===== src/rtl/mdu_seq_pkg.sv =====
// Shared encodings for the iterative multiply/divide sequencer and the ALU it borrows.
// Holds ALU op codes, MDU op encodings and the sequencer state type.
package mdu_seq_pkg;

  localparam logic [3:0] ALU_ADD = 4'b0000;
  localparam logic [3:0] ALU_SUB = 4'b0001;
  localparam logic [3:0] ALU_AND = 4'b0010;
  localparam logic [3:0] ALU_OR  = 4'b0011;
  localparam logic [3:0] ALU_XOR = 4'b0100;
  localparam logic [3:0] ALU_SLT = 4'b0101;
  localparam logic [3:0] ALU_SLL = 4'b0110;
  localparam logic [3:0] ALU_SRL = 4'b0111;

  typedef enum logic [1:0] {
    MDU_MUL   = 2'b00,
    MDU_MULHU = 2'b01,
    MDU_DIVU  = 2'b10,
    MDU_REMU  = 2'b11
  } mdu_op_t;

  typedef enum logic [1:0] {
    ST_IDLE = 2'b00,
    ST_RUN  = 2'b01,
    ST_DONE = 2'b10
  } mdu_state_t;

  // DIVU and REMU share the top encoding bit
  function automatic logic is_div(input logic [1:0] op);
    return op[1];
  endfunction

endpackage


===== src/rtl/mdu_seq.sv =====
// Iterative unsigned MUL/MULHU/DIVU/REMU using one borrowed ALU operation per cycle.
// acc_reg is hi (multiply) or rem (divide); sh_reg is lo (multiply) or quo (divide).
module mdu_seq
  import mdu_seq_pkg::*;
#(
  parameter int WIDTH = 32,
  parameter int CNT_W = 5
) (
  input  logic             clk,
  input  logic             rst,
  input  logic             start,
  input  logic [1:0]       op,
  input  logic [WIDTH-1:0] opa,
  input  logic [WIDTH-1:0] opb,
  output logic             busy,
  output logic             done,
  output logic [WIDTH-1:0] result,
  output logic             div_by_zero,
  output logic [WIDTH-1:0] alu_a,
  output logic [WIDTH-1:0] alu_b,
  output logic [3:0]       alu_control,
  input  logic [WIDTH-1:0] alu_result,
  input  logic             alu_cout
);

  mdu_state_t       state_reg, state_next;
  logic [CNT_W-1:0] cnt_reg, cnt_next;
  logic [1:0]       op_reg, op_next;
  logic [WIDTH-1:0] opb_reg, opb_next;
  logic [WIDTH-1:0] acc_reg, acc_next;
  logic [WIDTH-1:0] sh_reg, sh_next;
  logic [WIDTH-1:0] result_reg, result_next;
  logic             dz_reg, dz_next;
  logic [WIDTH:0]   div_s;
  logic             div_ge;

  assign div_s = {acc_reg, sh_reg[WIDTH-1]};

  always_ff @(posedge clk or negedge rst) begin
    if (!rst) begin
      state_reg  <= ST_IDLE;
      cnt_reg    <= '0;
      op_reg     <= '0;
      opb_reg    <= '0;
      acc_reg    <= '0;
      sh_reg     <= '0;
      result_reg <= '0;
      dz_reg     <= 1'b0;
    end else begin
      state_reg  <= state_next;
      cnt_reg    <= cnt_next;
      op_reg     <= op_next;
      opb_reg    <= opb_next;
      acc_reg    <= acc_next;
      sh_reg     <= sh_next;
      result_reg <= result_next;
      dz_reg     <= dz_next;
    end
  end

  always_comb begin
    state_next  = state_reg;
    cnt_next    = cnt_reg;
    op_next     = op_reg;
    opb_next    = opb_reg;
    acc_next    = acc_reg;
    sh_next     = sh_reg;
    result_next = result_reg;
    dz_next     = dz_reg;
    alu_a       = '0;
    alu_b       = '0;
    alu_control = ALU_ADD;
    div_ge      = 1'b0;

    case (state_reg)
      ST_IDLE: begin
        if (start) begin
          op_next  = op;
          opb_next = opb;
          cnt_next = '0;
          acc_next = '0;
          sh_next  = opa;
          dz_next  = 1'b0;
          if (is_div(op) && (opb == '0)) begin
            // Divide by zero short-circuits: no ALU cycles at all
            state_next  = ST_DONE;
            dz_next     = 1'b1;
            result_next = (op == MDU_DIVU) ? '1 : opa;
          end else begin
            state_next = ST_RUN;
          end
        end
      end

      ST_RUN: begin
        cnt_next = cnt_reg + 1'b1;
        if (is_div(op_reg)) begin
          // div_s[WIDTH] set means the shifted remainder already exceeds any divisor
          alu_control = ALU_SUB;
          alu_a       = div_s[WIDTH-1:0];
          alu_b       = opb_reg;
          div_ge      = div_s[WIDTH] | alu_cout;
          acc_next    = div_ge ? alu_result : div_s[WIDTH-1:0];
          sh_next     = {sh_reg[WIDTH-2:0], div_ge};
        end else begin
          alu_control = ALU_ADD;
          alu_a       = acc_reg;
          alu_b       = sh_reg[0] ? opb_reg : '0;
          acc_next    = {alu_cout, alu_result[WIDTH-1:1]};
          sh_next     = {alu_result[0], sh_reg[WIDTH-1:1]};
        end

        if (cnt_reg == CNT_W'(WIDTH-1)) begin
          state_next = ST_DONE;
          case (op_reg)
            MDU_MUL:   result_next = sh_next;
            MDU_MULHU: result_next = acc_next;
            MDU_DIVU:  result_next = sh_next;
            default:   result_next = acc_next;
          endcase
        end
      end

      ST_DONE: state_next = ST_IDLE;

      default: state_next = ST_IDLE;
    endcase
  end

  assign busy        = (state_reg != ST_IDLE);
  assign done        = (state_reg == ST_DONE);
  assign div_by_zero = (state_reg == ST_DONE) & dz_reg;
  assign result      = result_reg;

endmodule


===== config.mk =====
export PLATFORM = sky130hd
export DESIGN_NAME = mdu_seq
export DESIGN_NICKNAME = d
export VERILOG_FILES = /design/src/rtl/mdu_seq_pkg.sv /design/src/rtl/mdu_seq.sv
export SDC_FILE = /design/constraint.sdc
export NUM_CORES = 1
export LEC_CHECK = 0
export ABC_AREA = 1
export CAP_MARGIN = 15
export CELL_PAD_IN_SITES_DETAIL_PLACEMENT = 2
export CELL_PAD_IN_SITES_GLOBAL_PLACEMENT = 2
export CORE_AREA = 3 3 193 195
export CTS_CLUSTER_SIZE = 28
export DETAILED_ROUTE_END_ITERATION = 10
export DIE_AREA = 0 0 196 198
export PLACE_DENSITY = 0.75
export SLEW_MARGIN = 30
export SYNTH_ARGS = -nofsm -noshare
export SYNTH_HDL_FRONTEND = slang
export SYNTH_SLANG_ARGS = --single-unit

===== constraint.sdc =====
create_clock -name clk -period 1.5 [get_ports clk]
set_input_delay 0.3 -clock clk [delete_from_list [all_inputs] [get_ports clk]]
set_output_delay 0.3 -clock clk [all_outputs]
set_load 0.05 [all_outputs]

[After elaboration in Yosys (flattened, before gate mapping)]
Cells that the tools add are included.
Storage, ports and cells
  register bits: 138
  latch bits: 0
  memory bits (writable): 0
  bits in read-only memories: 0
  input bits: 102
  memories: 0
Cells by class
  $add $sub $neg: 1
  multipliers: 0
  div/mod/pow operators: 0
  magnitude comparators: 0
  equal/unequal tests: 8
  shift operators: 0
  multiplexer cells: 27
  bitwise operators: 2
  reductions and logical operators: 11
Operators by type and width (number)
  32-bit two-way mux: 15
  32-bit case mux with 2 select lines: 3
  32-bit logical NOT: 1
  5-bit case mux with 2 select lines: 1
  2-bit equality test, second input constant: 3
  2-bit two-way mux: 3
  2-bit != test, second input constant: 3
  2-bit AND reduction: 3
  5-bit by 1-bit adder with 5-bit output, second input constant: 1
  5-bit equality test, second input constant: 1
  5-bit two-way mux: 1
  2-bit logical NOT: 2
  2-bit case mux with 2 select lines: 1
  4-bit AND reduction: 1
  2-bit nonzero test: 2
  1-bit two-way mux: 3
  2-bit by 1-bit equality test with 1-bit output, second input constant: 1
  2-bit OR reduction: 1
  1-bit bitwise AND: 1
  1-bit logical AND: 1
  1-bit OR: 1

[Depth between registers and ports, before layout]
Gate-level depths: netlist of the first run.
  depth after elaboration: 6
  depth in mapped cells: 11
  mapped depth without buffers: 10

[Worst setup path before layout of the first run]
OpenSTA, ideal clock, no wires.
  path type: register to output
  start: reg state_reg[1]
  end: out alu_b[13]
  arrival: 2.128 ns
  setup slack: -0.928 ns
  stages on the path, launching flop included: 6
  cell sequence: dfrtp_1 -> nor2_4 -> inv_2 -> buf_2 -> buf_2 -> nor3b_1
Between the ends
  longest elaborated chain between the ends: 2
RTL lines
  from (decl): line mdu_seq.sv:26  | mdu_state_t state_reg, state_next;
  from (signal assigned): line mdu_seq.sv:50  | state_reg <= state_next;
  2-bit by 1-bit equality test with 1-bit output: line mdu_seq.sv:75  | case (state_reg)
  32-bit two-way mux: line mdu_seq.sv:75
  to (decl): line mdu_seq.sv:20  | output logic [WIDTH-1:0] alu_b,
Every way passes these cells.

[Worst setup path after layout of the first run]
  start: reg state_reg[0]
  end: out alu_a[0]
Between the ends
  longest elaborated chain between the ends: 2
RTL lines
  2-bit by 1-bit equality test with 1-bit output: line mdu_seq.sv:75
  32-bit two-way mux: line mdu_seq.sv:75
  to (decl): line mdu_seq.sv:19  | output logic [WIDTH-1:0] alu_a,
Every way passes these cells.

==> flow_summary.ini, run 1 <==
[cells_and_area]
nets = 1692
drive_above_1_share_pct = 35.4
final_cells = 2062
diodes = 0
syn_to_final_growth_pct = 94.2
final_cell_area_um2 = 16500

[grt]
grt_usage_pct = 22.9
busiest_layer = met2
use_met1_pct = 27.1
grt_pass1_vias = 11300
grt_max_degree = 53
grt_pass1_wl_mm = 68.1
grt_use_met3_pct = 4.56
grt_overflow_total = 0
antenna_found_initial = 1
met2_usage_pct = 41.7

[setup_path]
timing.rr.end = result[24]
r2r_start = state_reg[0]
start_kind = flop
endpoint_kind = output port
reg2reg_slack_ns = -0.65
crit_required_ns = 1.20
cp_max_fo = 7
path_class = flop to output port
worstRegToRegCells = 13
worstPathArrival_ns = 1.95

[timing]
period_share_pct = 150
setup_viol = 206
fin_crit_ns = 2.25
fin_skew_ns = 0.0207
worst_slack_ns = -0.750
fmax_mhz = 444
drv_slew = 0
hold_violations = 0
relSlewSlack_pct = 66.1
rsz0062_at_grt = yes
tightestPinTransition_ns = 0.503

[place]
dp_cells = 1966
place_area_um2 = 13700
hpwl_mm = 29.6
place_congestion = 0.791
portBuffers = 201

[clocking]
clk_pin_slew_ns = 0.07
cts_tree = yes
cts_htree_levels = 4
clock-root-buffer = clkbuf_16
cts_buffer_depth = 2
numCtsBuffers = 17
clock_latency_ns = 0.47
clock-sinks = 138

[synthesis]
yosysUniqueCellTypes = 30
async_reset_ff_share_pct = 100
synth_area_um2 = 8520
ys_top_cells_by_area = dfrtp_1 (41%), nand2_1 (20%), o21ai_0 (9.9%), inv_1 (6.7%), nand3_1 (5.9%)
ys_seq_area_share_pct = 40.6
synthCells = 1260
avgSynthCellArea_um2 = 6.76
synth.top_cell.area_share_pct = 40.6
synth_ff_type = dfrtp_1
synth_edf_count = 0
yosys.area.top_type = dfrtp_1
ys_ff_latch = 138
synth_warnings = 0

[drt]
drt_iter0_drc = 558
drc = 0
routedWlPerCell_um = 26.1
via_per_inst = 5.04
via_count = 10400
ant_nets = 0
wl_mm = 53.7
drtPass1Iterations = 4

[flow_run]
drv_cap = 0

[power_and_ir_drop]
p_seq_share_pct = 15.4
powerDensity_nw_per_um2 = 2910
p_sw_share_pct = 49.5
power.switching_mw = 23.8
ir_worst_vdd_mv = 1.55
clkPwrFrac_pct = 11.2
intPower_mw = 24.3
leakage_nw = 7.66
combPwrFrac_pct = 73.4

[run_status]
violations = negative setup slack
outcome = finished with violations

[floorplanning]
io_pins = 205
die_w_um = 196
rows = 69
design.die.area_um2 = 38800
core_um2 = 35600
start_util_pct = 23.9
die_h_um = 198

[hold_path]
hold_path_class = input pin to asynchronous set/reset pin
critical path: stages, from the launching register on:
cell and delay, ns:
dfrtp_1 0.41, inv_2 0.08, nor2_4 0.18, buf_12 0.18
clkbuf_16 0.18, o21ai_4 0.07, a21oi_4 0.20, buf_12 0.17
cell type report:
cell class,instances,area [µm²]
sequential,138,3460
clock inverter,12,243
inverter,155,602
timing repair buffer,397,5630
clock buffer,20,457
tap,461,577
multi-input combinational,879,5570
fill,3713,19000
metrics by stage:
step	hold slack, ns	setup slack, ns	total power [mW]	util, %	setup TNS (ns)
after global routing	0.329	-0.802	50.3	46.5	-104.12
after detailed placement	0.230	-0.605	35.0	38.6	-46.98
after floorplan	0.00441	-0.253	22.5	-	-11.18
final	0.295	-0.750	48.1	46.5	-90.95
after global placement	0.225	-0.508	34.3	38.6	-35.30
after CTS	0.311	-0.645	42.8	42.5	-55.17
kinds of logic after synthesis:
logic type	after synthesis	share of synthesized area, %
simple gates	622	30.7
other cells	1	0.0440
fa+ha+maj	2	0.294
xor+xnor	2	0.206
compound gates	250	15.8
buf+inv	245	12.4
flops	138	40.6
worst max path at each step:
stage                       startpoint         end  slack [ns]  depth (start not counted)
after floorplan           state_reg[0]   alu_b[13]       -0.25                          6
after global placement          opb[9]  result[20]       -0.51                         12
after detailed placement        opb[9]  result[25]       -0.60                         12
after CTS                 state_reg[0]   alu_a[21]       -0.65                          7
after global routing      state_reg[0]    alu_a[0]       -0.80                          7
final                     state_reg[0]    alu_a[0]       -0.75                          7
synth_stat cells, types with 12 or more instances:
master / count
nand3_1: 101
inv_1: 151
dfrtp_1: 138
buf_2: 40
nor3b_1: 32
clkbuf_1: 26
buf_4: 16
nor2_1: 20
o211ai_1: 31
a21oi_1: 34
o21ai_0: 168
nand2_1: 459
o21ai_1: 12
layout by cell type, fill, tap and decap left out, types with 5 or more instances in the layout:
cell type | Yosys | final
bufinv_16 | 0 | 7
nand2_4 | 1 | 36
a21oi_4 | 0 | 32
dfrtp_1 | 138 | 136
nand2_1 | 459 | 368
nor3b_4 | 0 | 32
buf_16 | 0 | 8
o21ai_2 | 0 | 37
nand2_2 | 3 | 56
clkbuf_16 | 0 | 32
o21ai_0 | 168 | 82
buf_4 | 16 | 93
nor2_4 | 1 | 5
clkdlybuf4s50_1 | 0 | 100
nor2_1 | 20 | 16
o21ai_4 | 0 | 13
buf_8 | 0 | 8
nand3_2 | 0 | 13
o21ai_1 | 12 | 48
inv_1 | 151 | 149
o211ai_1 | 31 | 31
nand3_1 | 101 | 88
buf_6 | 3 | 30
buf_12 | 0 | 140
power by group through the flow:
stage / sequential [mW] / clock (mW) / combinational, mW
after global placement: 6.79 / 0 / 27.5
after global routing: 7.60 / 5.60 / 37.1
after floorplan: 7.63 / 0 / 14.9
after CTS: 6.91 / 5.33 / 30.5
after detailed placement: 6.91 / 0 / 28.1
final: 7.41 / 5.40 / 35.3
layer usage:
| metal | up-vias | share of wire (%) |
|---|---|---|
| li1 | 4670 | - |
| met3 | 94 | 4.2 |
| met2 | 285 | 52 |
| met4 | 2 | 3.6 |
| met5 | - | 0.024 |
| met1 | 5349 | 40 |
repair_timing:
item / in CTS / in global routing
buffers inserted: 20 / 19
pin swaps: 14 / 43
cloned: 8 / 22
endpoints found under the hold margin: 21 / 0
endpoints found under the setup margin: 173 / 205
hold buffers: 1 / 0
gates resized for setup: 91 / 269
(Power assumes the default switching activity.)
==> run 2, diff against run 1 <==
--- a/config.mk
+++ b/config.mk
@@ -9,11 +9,11 @@
 export CAP_MARGIN = 15
 export CELL_PAD_IN_SITES_DETAIL_PLACEMENT = 2
 export CELL_PAD_IN_SITES_GLOBAL_PLACEMENT = 2
-export CORE_AREA = 3 3 193 195
+export CORE_AREA = 3 3 176 178
 export CTS_CLUSTER_SIZE = 28
 export DETAILED_ROUTE_END_ITERATION = 10
-export DIE_AREA = 0 0 196 198
-export PLACE_DENSITY = 0.75
+export DIE_AREA = 0 0 179 181
+export PLACE_DENSITY = 0.85
 export SLEW_MARGIN = 30
 export SYNTH_ARGS = -nofsm -noshare
 export SYNTH_HDL_FRONTEND = slang
==> constraint.sdc (replaced) <==
create_clock -name clk -period 2.8 [get_ports clk]
set_input_delay 0.56 -clock clk [delete_from_list [all_inputs] [get_ports clk]]
set_output_delay 0.56 -clock clk [all_outputs]
set_load 0.05 [all_outputs]
==> run 2 against run 1 <==
  * Register-to-register slack better by 1.3 ns
  * Cell area down 26%
  * Core utilization down 5.4 points
  * Die area down 17%
  * Non-clock buffer count down 173
  * Clock skew down 0.0086 ns
  * Total power down 62%
  * The run now ends clean
==> flow_summary.ini, run 2 (synthesis results as in run 1) <==
[clocking]
clock_latency_ns = 0.44
clock-root-buffer = clkbuf_16
cts_htree_levels = 4
clk_pin_slew_ns = 0.07
numCtsBuffers = 17
cts_buffer_depth = 2
hold_buffers = 0
clock-sinks = 138
cts_tree = yes

[place]
hpwl_mm = 24.8
dp_cells = 1785
place_congestion = 0.817
portBuffers = 201

[timing]
setup_viol = 0
fmax_mhz = 369
period_share_pct = 96.8
hold_violations = 0
tightestPinTransition_ns = 0.717
fin_skew_ns = 0.0121
relSlewSlack_pct = 52.2
drv_slew = 0
fin_crit_ns = 2.71
finalSetupTns_ns = 0

[cells_and_area]
layout_common_cells = nand2_1 (459), o21ai_0 (167), inv_1 (151)
drive_above_1_share_pct = 10.5
final_cells = 1819
syn_to_final_growth_pct = 42.8
final_common_cell = nand2_1
fin_util_pct = 41.1
ff_latch_area_um2 = 3460
fill_cells = 3398
multi_input_area_um2 = 4080
nets = 1519

[floorplanning]
die_w_um = 179
start_util_pct = 28.8
design.die.area_um2 = 32400
die_h_um = 181
rows = 63
core_um2 = 29600
io_pins = 205

[power_and_ir_drop]
ir_worst_vdd_mv = 0.621
leakage_nw = 5.86
power_mw = 18.1
powerDensity_nw_per_um2 = 1490

[setup_path]
critPathBufInv = 2
start_kind = flop
path_class = flop to output port
cp_max_fo = 66
worstRegToRegCells = 7
critPathLaunch = state_reg[1]
worstPathArrival_ns = 2.15
reg2reg_slack_ns = 0.65
crit_required_ns = 2.24
cp_slowest_cell = dfrtp_1
endpoint_kind = output port
cp_top_family = buffers and inverters
path_cells = nor2_4 > clkbuf_16 > o21ai_0 > a21oi_1 > buf_12
worst-path-stages = 5
r2r_start = state_reg[1]
critPathMaxStageDelay_ns = 0.45

[hold_path]
hold_path_class = input pin to asynchronous set/reset pin

[grt]
grt_max_degree = 132
antenna_found_initial = 6
grt_usage_pct = 22.5
grt_pass1_wl_mm = 57.4
grt_pass1_vias = 10200
grt_overflow_total = 0

[drt]
ant_nets = 0
routedWlPerCell_um = 20.1
wl_mm = 36.5
via_per_inst = 5.07
via_count = 9215
drt_iter0_drc = 424
drtPass1Iterations = 5
drc = 0

[flow_run]
drv_cap = 0

[run_status]
outcome = completed
## run 2: power breakdown
group | switching [mW] | leakage, nW | internal (mW)
sequential | 0.637 | 1.72 | 2.96
clock | 1.02 | 0.299 | 1.51
combinational | 7.70 | 3.85 | 4.25
## run 2: layer usage
metal  routed length (µm)  vias to the layer above  global-route usage (%)
met5                   59                        -                       0
met4                  718                       10                    6.20
met3                 2260                       48                    6.12
met2                18400                      217                    39.5
met1                15000                     4641                    26.8
li1                     -                     4299                       -
## run 2: metrics by stage
step                instance area [µm²]  hold slack, ns  worst slack [ns]
floorplan                          8520           0.264             0.112
global placement                  11400           0.454             0.454
detailed placement                11400           0.461             0.408
CTS                               12100           0.165         -0.000610
global route                      12200           0.170          -0.00465
finish                            12200           0.119            0.0907
## run 2: worst reg2reg max path: stages (launching register included)
cell	delay, ns
dfrtp_1	0.45
nor2_4	0.27
inv_4	0.27
buf_4	0.32
nand2_2	0.10
buf_4	0.32
inv_1	0.11
a22o_1	0.20
## run 2: final cells by class
cell class / count / area share, %
multi-input cells: 879 / 33.5
clock inverters: 15 / 1.76
well taps: 390 / 4.01
flip-flops and latches: 138 / 28.4
clock buffers: 17 / 3.50
repair buffers: 224 / 23.9
inverters: 155 / 4.83
diodes: 1 / 0.0206
## run 2: final timing paths
path / to
setup / recovery: alu_a[22]
hold / removal: acc_reg[9]
setup reg to reg: cnt_reg[4]
hold reg to reg: result[13]
max in group asynchronous: sh_reg[2]
min in group clk: result[13]
## run 2: timing repair
item / CTS / global route
hold endpoints to repair: 0 / 0
setup endpoints to repair: 7 / 67
cloned: 0 / 1
gates resized for setup: 7 / 11
buffers inserted: 0 / 0
==> run 3, diff against run 2 <==
--- a/config.mk
+++ b/config.mk
@@ -6,7 +6,6 @@
 export NUM_CORES = 1
 export LEC_CHECK = 0
 export ABC_AREA = 1
-export CAP_MARGIN = 15
 export CELL_PAD_IN_SITES_DETAIL_PLACEMENT = 2
 export CELL_PAD_IN_SITES_GLOBAL_PLACEMENT = 2
 export CORE_AREA = 3 3 176 178
==> constraint.sdc (replaced) <==
create_clock -name clk -period 3.3 [get_ports clk]
set_input_delay 0.66 -clock clk [delete_from_list [all_inputs] [get_ports clk]]
set_output_delay 0.66 -clock clk [all_outputs]
set_load 0.05 [all_outputs]
==> run 3 against run 2 <==
  * Die area is the same
  * Worst hold slack improved by 0.093 ns
  * Wire length decreased by 2.7%
  * Count of clock-buffer cells in the layout rose by 2
  * Final cell count about the same
  * Total power decreased by 21%
  * Via count fell by 1.3%
  * Sequential power down 13%
  * Critical path type unchanged
  * Largest power group unchanged
==> flow_summary.ini, run 3 (synthesis results as in run 1) <==
[floorplanning]
core_um2 = 29600
io_pins = 205
start_util_pct = 28.8
die_w_um = 179
rows = 63
design.die.area_um2 = 32400
die_h_um = 181

[cells_and_area]
nets = 1520
layout_common_cells = nand2_1 (459), o21ai_0 (168), inv_1 (151)
syn_to_final_growth_pct = 36.5
drive_above_1_share_pct = 9.17
final_common_cell = nand2_1

[power_and_ir_drop]
powerDensity_nw_per_um2 = 1220
ir_worst_vdd_mv = 0.501
p_sw_share_pct = 53.8
clkPwrFrac_pct = 13.9
leakage_nw = 5.69
p_seq_share_pct = 21.9
power.switching_mw = 7.66
combPwrFrac_pct = 64.2
intPower_mw = 6.57

[setup_path]
reg2reg_slack_ns = 0.80
critPathBufInv = 2
endpoint_kind = output port
critPathMaxStageDelay_ns = 0.59
path_class = flop to output port
path_cells = nor2_4 > inv_2 > nor3b_1 > buf_12
cp_max_fo = 39
start_kind = flop
crit_required_ns = 2.64
cp_top_family = simple AND/OR/NAND/NOR gates
cp_slowest_cell = nor3b_1
worstPathArrival_ns = 2.44

[clocking]
cts_tree = yes
cts_htree_levels = 4
clock_latency_ns = 0.42
clock-root-buffer = clkbuf_16
clock-sinks = 138
clk_pin_slew_ns = 0.07
numCtsBuffers = 17
hold_buffers = 0
cts_buffer_depth = 2

[drt]
via_per_inst = 5.00
wl_mm = 35.5
drt_iter0_drc = 461
via_count = 9097
ant_nets = 0
routedWlPerCell_um = 19.5
drtPass1Iterations = 4
drc = 0

[grt]
antenna_found_initial = 3
grt_pass1_wl_mm = 56.0
grt_max_degree = 79
grt_overflow_total = 0
grt_pass1_vias = 10000
grt_usage_pct = 21.8

[timing]
fin_skew_ns = 0.0110
tightestPinTransition_ns = 0.830
relSlewSlack_pct = 44.7
drv_slew = 0
rsz0062_at_grt = no
finalSetupTns_ns = 0
worst_slack_ns = 0.197
fin_crit_ns = 3.10
hold_violations = 0
fmax_mhz = 322
setup_viol = 0
period_share_pct = 94.0

[place]
portBuffers = 201
hpwl_mm = 25.2
place_worst_setup_slack_ns = 0.420
place_congestion = 0.820

[hold_path]
hold_path_class = input pin to asynchronous set/reset pin

[flow_run]
drv_cap = 0

[run_status]
outcome = completed
## run 3: worst paths after layout
path,start,cells past startpoint,end
min in group clk,opb_reg[30],2,opb_reg[30]
worst min register to register,opb_reg[30],2,opb_reg[30]
worst min-delay path,rst,1,acc_reg[8]
worst max register to register,op_reg[1],9,result[30]
worst max-delay path,state_reg[1],4,alu_b[9]
max in group asynchronous,rst,2,result[18]
## run 3: layer usage
layer | up-vias | global-route usage [%] | wire [µm]
li1 | 4301 | - | -
met1 | 4547 | 27.2 | 15200
met2 | 205 | 37.8 | 17700
met3 | 40 | 5.09 | 2020
met4 | 4 | 5.46 | 667
met5 | - | 0 | 27
## run 3: power by group through the flow
| stage | Combinational (mW) | Sequential (mW) | Clock [mW] |
|---|---|---|---|
| final | 9.14 | 3.12 | 1.97 |
| after floorplan | 5.53 | 3.44 | 0 |
| after global placement | 8.92 | 3.09 | 0 |
| after global routing | 10.0 | 3.23 | 2.09 |
| after CTS | 9.26 | 3.13 | 2.01 |
| after detailed placement | 9.15 | 3.14 | 0 |
## run 3: layout make-up
| type | count | area (µm²) |
|---|---|---|
| Fill cell | 3438 | 17900 |
| Inverter | 155 | 584 |
| Multi-Input combinational cell | 879 | 4020 |
| Antenna cell | 1 | 2.50 |
| Clock inverter | 13 | 143 |
| Clock buffer | 19 | 443 |
| Timing Repair Buffer | 225 | 2480 |
| Sequential cell | 138 | 3460 |
| Tap cell | 390 | 488 |
## run 3: repair_timing
item,4_1_cts,5_1_grt
setup endpoints to repair,0,6
buffers inserted,0,0
gates resized for setup,0,1
## run 3: worst register-to-register path, stage by stage, from the launching register on
cell	delay (ns)
dfrtp_4	0.68
buf_4	0.52
buf_4	0.39
o21ai_0	0.19
o21ai_0	0.17
inv_1	0.06
nand2_1	0.12
nand2_1	0.08
nand3_1	0.11
nand2_1	0.07
## run 3: stage by stage
stage                     total power, mW  hold slack, ns  std cells  util, %  cell area (µm²)
after global placement               12.0           0.455       1787     37.3            11000
after global routing                 15.3           0.256       1820     39.3            11600
after CTS                            14.4           0.238       1819     39.3            11600
final                                14.2           0.212       1820     39.3            11600
after detailed placement             12.3           0.467       1787     37.3            11000
after floorplan                      8.97           0.364       1262        -             8520
